--- src/rtl/rv_pipe_pkg.sv ---
// ----------------------------------------------------------------------------
// rv_pipe_pkg
// Shared constants for the rv32i pipeline hazard logic.
//   REG_ADDR_W : architectural register address width
//   SEL_*      : forward-select encoding (0 = regfile, k = tap k-1)
//   sel_width  : width of one forward-select field for a given tap count
// ----------------------------------------------------------------------------
package rv_pipe_pkg;

    localparam int REG_ADDR_W = 5;

    localparam int SEL_RF   = 0;
    localparam int SEL_TAP0 = 1;
    localparam int SEL_TAP1 = 2;

    // One code per tap plus the regfile code; never narrower than one bit.
    function automatic int sel_width(input int nfwd);
        return (nfwd < 1) ? 1 : $clog2(nfwd + 1);
    endfunction

endpackage : rv_pipe_pkg

--- src/rtl/fwd_match_prio.sv ---
// ----------------------------------------------------------------------------
// fwd_match_prio
// Priority matcher for one source operand against all forwarding taps.
// The lowest-index (youngest) tap that writes the operand's register wins.
// Ports:
//   active    : operand is valid, read, and not x0
//   rs        : operand register address
//   fwd_rd    : destination register of each tap, tap k at [5k+4:5k]
//   fwd_we    : tap writes a register
//   fwd_ready : tap's result value is available
//   sel       : forward select (SEL_RF when no tap matches)
//   hit       : some tap matches
//   tap_ready : ready flag of the winning tap (1 when no hit)
// ----------------------------------------------------------------------------
module fwd_match_prio
    import rv_pipe_pkg::*;
#(
    parameter int NFWD = 2,
    parameter int SELW = 2
) (
    input  logic                         active,
    input  logic [REG_ADDR_W-1:0]        rs,
    input  logic [NFWD*REG_ADDR_W-1:0]   fwd_rd,
    input  logic [NFWD-1:0]              fwd_we,
    input  logic [NFWD-1:0]              fwd_ready,
    output logic [SELW-1:0]              sel,
    output logic                         hit,
    output logic                         tap_ready
);

    always_comb begin
        // NOTE: every output gets a default before the loop so no path leaves
        // a value unassigned, which would otherwise infer a latch.
        sel       = SELW'(SEL_RF);
        hit       = 1'b0;
        tap_ready = 1'b1;
        // Walk from the oldest tap down so the youngest match is written last.
        for (int k = NFWD - 1; k >= 0; k--) begin
            if (active && fwd_we[k] && (fwd_rd[k*REG_ADDR_W +: REG_ADDR_W] == rs)) begin
                sel       = SELW'(SEL_TAP0 + k);
                hit       = 1'b1;
                tap_ready = fwd_ready[k];
            end
        end
    end

endmodule : fwd_match_prio

--- src/rtl/hazard_scoreboard.sv ---
// ----------------------------------------------------------------------------
// hazard_scoreboard
// Forwarding-select and stall generation for the decode stage, plus a
// per-register busy scoreboard for outstanding long-latency writebacks.
// Ports:
//   clk, reset                : clock, asynchronous active-low reset
//   id_valid/id_rs/id_rs_used : decoding instruction and its source operands
//   id_rd/id_long/id_fire     : destination, long-latency flag, advance to EX
//   fwd_rd/fwd_we/fwd_ready   : per-tap destination, write enable, value ready
//   cpl_valid/cpl_rd          : long-latency completion written to regfile
//   fwd_sel                   : per-operand forward select, SELW bits each
//   stall                     : hold ID/IF and insert an EX bubble
//   sb_full                   : outstanding count at MAX_OUT (registered)
//   busy_vec                  : registered per-register busy bits
//   stall_cnt                 : saturating count of stalled cycles
// ----------------------------------------------------------------------------
module hazard_scoreboard
    import rv_pipe_pkg::*;
#(
    parameter  int NRD     = 2,
    parameter  int NFWD    = 2,
    parameter  int NREG    = 32,
    parameter  int MAX_OUT = 4,
    parameter  int CNT_W   = 32,
    localparam int SELW    = sel_width(NFWD)
) (
    input  logic                        clk,
    input  logic                        reset,
    input  logic                        id_valid,
    input  logic [NRD*REG_ADDR_W-1:0]   id_rs,
    input  logic [NRD-1:0]              id_rs_used,
    input  logic [REG_ADDR_W-1:0]       id_rd,
    input  logic                        id_long,
    input  logic                        id_fire,
    input  logic [NFWD*REG_ADDR_W-1:0]  fwd_rd,
    input  logic [NFWD-1:0]             fwd_we,
    input  logic [NFWD-1:0]             fwd_ready,
    input  logic                        cpl_valid,
    input  logic [REG_ADDR_W-1:0]       cpl_rd,
    output logic [NRD*SELW-1:0]         fwd_sel,
    output logic                        stall,
    output logic                        sb_full,
    output logic [NREG-1:0]             busy_vec,
    output logic [CNT_W-1:0]            stall_cnt
);

    localparam int OUT_W = $clog2(MAX_OUT + 1);

    logic [NREG-1:0]  busy_q, busy_d;
    logic [OUT_W-1:0] outstanding_q, outstanding_d;
    logic             sb_full_q;
    logic [CNT_W-1:0] stall_cnt_q;

    logic [NRD-1:0]   op_hazard;
    logic             structural, waw;
    logic             issue, retire;

    // ------------------------------------------------------------------
    // Per-operand forwarding and data hazards
    // ------------------------------------------------------------------
    for (genvar i = 0; i < NRD; i++) begin : g_op
        logic [REG_ADDR_W-1:0] rs;
        logic                  active;
        logic                  hit;
        logic                  tap_ready;

        assign rs     = id_rs[i*REG_ADDR_W +: REG_ADDR_W];
        assign active = id_valid & id_rs_used[i] & (rs != '0);

        fwd_match_prio #(
            .NFWD (NFWD),
            .SELW (SELW)
        ) u_match (
            .active    (active),
            .rs        (rs),
            .fwd_rd    (fwd_rd),
            .fwd_we    (fwd_we),
            .fwd_ready (fwd_ready),
            .sel       (fwd_sel[i*SELW +: SELW]),
            .hit       (hit),
            .tap_ready (tap_ready)
        );

        // A matching tap decides alone; otherwise a pending writeback blocks
        // unless it lands in the regfile this very cycle (write-through).
        assign op_hazard[i] = hit ? ~tap_ready
                                  : (active & busy_q[rs] & ~(cpl_valid & (cpl_rd == rs)));
    end

    // A completion this cycle frees a slot, so a full scoreboard can still issue.
    assign structural = id_long & (outstanding_q == OUT_W'(MAX_OUT)) & ~cpl_valid;
    // Only one pending op per register: a second long writer waits.
    assign waw        = id_long & (id_rd != '0) & busy_q[id_rd];
    assign stall      = id_valid & (|op_hazard | structural | waw);

    // ------------------------------------------------------------------
    // Scoreboard next state
    // ------------------------------------------------------------------
    assign issue  = id_fire & id_long & (id_rd != '0);
    assign retire = cpl_valid & (cpl_rd != '0);

    always_comb begin
        busy_d        = busy_q;
        outstanding_d = outstanding_q;
        // Clear before set so a same-register issue leaves the new op pending.
        if (retire) busy_d[cpl_rd] = 1'b0;
        if (issue)  busy_d[id_rd]  = 1'b1;
        case ({issue, retire})
            2'b10:   if (outstanding_q != OUT_W'(MAX_OUT)) outstanding_d = outstanding_q + OUT_W'(1);
            2'b01:   if (outstanding_q != '0)              outstanding_d = outstanding_q - OUT_W'(1);
            default: outstanding_d = outstanding_q;
        endcase
    end

    // NOTE: non-blocking assignments for all registered state, so every flop
    // samples pre-edge values regardless of evaluation order.
    always_ff @(posedge clk or negedge reset) begin
        if (!reset) begin
            // NOTE: the busy bits are reset along with the counters; a reset
            // mid-run must forget every pending writeback at once.
            busy_q        <= '0;
            outstanding_q <= '0;
            sb_full_q     <= 1'b0;
            stall_cnt_q   <= '0;
        end else begin
            busy_q        <= busy_d;
            outstanding_q <= outstanding_d;
            sb_full_q     <= (outstanding_d == OUT_W'(MAX_OUT));
            if (stall && (stall_cnt_q != '1)) stall_cnt_q <= stall_cnt_q + CNT_W'(1);
        end
    end

    assign busy_vec  = busy_q;
    assign sb_full   = sb_full_q;
    assign stall_cnt = stall_cnt_q;

    // A completion with nothing outstanding means the core lost track of an op.
    cpl_underflow: assert property (@(posedge clk) disable iff (!reset)
                                    !(retire && (outstanding_q == '0)));

endmodule : hazard_scoreboard
--- config.mk ---
export PLATFORM = sky130hd
export DESIGN_NAME = hazard_scoreboard
export DESIGN_NICKNAME = d
export VERILOG_FILES = /design/src/rtl/rv_pipe_pkg.sv /design/src/rtl/fwd_match_prio.sv /design/src/rtl/hazard_scoreboard.sv
export SDC_FILE = /design/constraint.sdc
export NUM_CORES = 1
export LEC_CHECK = 0
export ABC_AREA = 1
export BUFFER_PORTS_ARGS = -buffer_cell sky130_fd_sc_hd__buf_2
export CORE_MARGIN = 4
export CORE_UTILIZATION = 30
export DETAILED_ROUTE_END_ITERATION = 10
export REMOVE_ABC_BUFFERS = 1
export SLEW_MARGIN = 25
export SYNTH_ARGS = -nofsm -noshare
export SYNTH_HDL_FRONTEND = slang
export SYNTH_SLANG_ARGS = --single-unit
--- constraint.sdc ---
create_clock -name clk -period 4.3 [get_ports clk]
set_clock_uncertainty 0.2 [all_clocks]
set_input_delay 0.215 -clock clk [delete_from_list [all_inputs] [get_ports clk]]
set_output_delay 0.215 -clock clk [all_outputs]
set_load 0.02 [all_outputs]
==> flow_summary.json <==
{
  "ys_ff_latch": 68,
  "timing.fmax_mhz": 344,
  "max-slew-margin-rel_pct": 52.2,
  "grt_pass1_wl_um": 31200,
  "cts-root-buf": "clkbuf_16",
  "grt_max_degree": 54,
  "fill_cells": 1987,
  "hold_path_end": "busy_vec[8]",
  "clk_path_buf_depth": 2,
  "dr.pass1.iters": 6,
  "dp.cells": 1193,
  "finalPower_w": 0.00235,
  "rr_worst_depth": 16,
  "fin_setup_tns_ps": 0,
  "htree_num_levels": 3,
  "gp_congestion": 0.890,
  "core_um2": 18000,
  "critPathArrivalTime_ps": 2940,
  "dieArea_um2": 20500,
  "fin_hold_ws_ps": 65.8,
  "design_area_um2": 6500,
  "min_period_ps": 2910,
  "yosysTopAreaCell": "dfrtp_1",
  "ys.flop_type": "dfrtp_1",
  "post-cts-setup-buffers": 0,
  "synth_cells": 883,
  "place_area_um2": 6170,
  "cpPeakStageDelay_ps": 580,
  "synthSimpleGateAreaFrac_pct": 42.8,
  "p_per_area_nw_per_um2": 362,
  "status": "finished clean",
  "final_nets": 1024,
  "synth_fa_ha_area_share_pct": 1.37,
  "ys_seq_area_share_pct": 31.0,
  "finalNonFillerCells": 1209,
  "syn_to_final_growth_pct": 18.6,
  "path_clk_slew_ps": 60,
  "cp-end-kind": "flip-flop",
  "synth_xor_area_share_pct": 5.27,
  "syn_area_um2": 5480,
  "insertion_delay_ps": 350,
  "min_period_over_period_pct": 67.6,
  "cp_slowest_cell": "nand3_2",
  "grtUsageTotal_pct": 19.2,
  "async_reset_ff_share_pct": 100,
  "antenna_found_initial": 0,
  "worstSetupPathType": "primary input to flip-flop",
  "vias": 6181,
  "cts_tree": "built",
  "cts_hold_buf": 1,
  "min_path_type": "primary input to flip-flop",
  "overflow": 0,
  "vias_per_cell": 5.11,
  "synth_warnings": 0,
  "drv_slew": 0,
  "start_util_pct": 30.5,
  "reg2reg_slack_ps": 1480,
  "hpwlAfterDp_um": 14700,
  "synth_compound_area_share_pct": 9.82,
  "cts_num_sinks": 68,
  "path_cells": "buf_2 -> inv_4 -> nand2_1 -> nand2_1 -> nor2_1 -> nand2_1 -> nor2_1 -> nand3_1 -> nor2_1 -> nor2_1 -> nand2_1 -> nor2_2 -> nand2_2 -> buf_4 -> nand3_2 -> nand2_1 -> nand2_1",
  "worstPathMaxFanout": 33,
  "die_x_um": 143,
  "peakVddDrop_mv": 0.188,
  "first_global_vias": 5848,
  "cts-resized-gates": 0,
  "finalHoldViolCount": 0,
  "setup_violations": 0,
  "maxCapViolCount": 0,
  "hp-start": "id_rd[2]",
  "startpoint_type": "primary input",
  "drive_gt1_share_pct": 15.4,
  "synth_area_leaders": "dfrtp_1 (31%), nand2_1 (22%), nand3_1 (6.8%)",
  "io_buffers": 111,
  "antenna_cells": 0,
  "drt_iter0_markers": 527,
  "yosysUniqueCellTypes": 31,
  "rr_endpoint": "stall_cnt[20]",
  "synth.area.mux_share_pct": 0,
  "critPathRequiredTime_ps": 4330,
  "avgSynthCellArea_um2": 6.21,
  "pin_count": 112,
  "p_leak_nw": 3.40,
  "rsz0062_at_grt": "no",
  "wl_um": 19700,
  "synth_edf_count": 0,
  "row_count": 49,
  "worstMarginPinSlew_ps": 717,
  "hold_depth": 4,
  "cp_common_cell": "nand2_1",
  "cts_made_buffers": 9,
  "ant_nets": 0,
  "wl_per_cell_um": 16.3,
  "synth_top_area_share_pct": 31.0,
  "drc_errors": 0,
  "synth_top_family_by_area": "simple AND/OR/NAND/NOR gates",
  "r2r_start": "busy_vec[20]",
  "die_h_um": 143
}
-- cell usage in the layout (no fill, tap or decap), types with 9 or more instances in the layout --
cell,synthesis,final
xor2_1,25,25
o21ai_0,74,74
nor2_1,69,69
buf_2,16,111
nor3_1,24,24
nand3_1,75,75
clkbuf_16,0,9
dfrtp_1,68,68
nand2_1,322,322
inv_1,77,77
a21oi_1,11,11
nand4_1,44,44
inv_2,13,13
-- cell families (layout without fill, tap and decap cells) --
group	Yosys count	after routing
xor gates and xnor gates	33	33
buffers and inverters	125	222
and+or+nand+nor	550	550
AOI/OAI and AO/OA	101	101
DFF	68	68
adders and majority gates	6	6
-- final cells by class --
type | count | area (µm²) | share of cell area, %
Tap cell | 229 | 287 | 4.41
Timing Repair Buffer | 116 | 596 | 9.16
Inverter | 91 | 344 | 5.29
Clock buffer | 11 | 253 | 3.89
Sequential cell | 68 | 1700 | 26.2
Multi-Input combinational cell | 690 | 3250 | 50.0
Clock inverter | 4 | 72.6 | 1.12
-- flip-flops by register name (all words and copies together), names as in the netlist --
name           count
outstanding_q      3
stall_cnt         32
busy_vec          32
sb_full            1
-- stage by stage --
| step | utilization [%] | setup slack (ps) |
|---|---|---|
| 3_5_place_dp | 34.3 | 972 |
| 2_1_floorplan | - | 1340 |
| 5_1_grt | 36.2 | 988 |
| 6_report | 36.2 | 1390 |
| 4_1_cts | 36.2 | 1350 |
| 3_3_place_gp | 34.3 | 1020 |
-- how the worst max path moves through the flow --
stage / slack, ps / startpoint / end
2_1_floorplan: 1340 / stall_cnt[1] / stall_cnt[10]
3_3_place_gp: 1020 / id_rs[5] / stall_cnt[26]
3_5_place_dp: 970 / id_rs[5] / stall_cnt[12]
4_1_cts: 1350 / id_rs[5] / stall_cnt[12]
5_1_grt: 990 / id_rs[5] / stall_cnt[27]
6_report: 1390 / id_rs[5] / stall_cnt[20]
-- synth_stat cells (2+ instances only) --
master	count
a21oi_1	11
buf_2	16
o21ai_0	74
buf_4	10
xnor2_1	8
o22ai_1	2
inv_1	77
o21ai_1	3
nand4_1	44
ha_1	6
o211ai_1	8
nor2_2	4
xor2_1	25
inv_2	13
dfrtp_1	68
clkbuf_1	8
nor3_1	24
nand3_1	75
nor4_1	6
nor2_1	69
nand2_1	322
-- routing by layer --
layer | track usage, % | share of wire (%) | wire (µm) | up-vias
met3 | 4.45 | 9.2 | 1810 | 29
li1 | - | - | - | 3061
met5 | 0 | 0 | 0 | -
met4 | 5.30 | 2.3 | 460 | 0
met1 | 24.9 | 42 | 8190 | 2788
met2 | 32.3 | 47 | 9240 | 303
-- critical path, delay by kind of cell --
| kind | cells | cell delay (ps) |
|---|---|---|
| AND/OR/NAND/NOR | 14 | 1770 |
| buffers and inverters | 3 | 900 |
-- report_power, final --
part / switching, W / internal, W / leakage (nW)
clock network: 0.000283 / 0.000535 / 0.158
registers: 0.000141 / 0.000726 / 0.911
logic: 0.000450 / 0.000217 / 2.33
(Power assumes the default switching activity.)
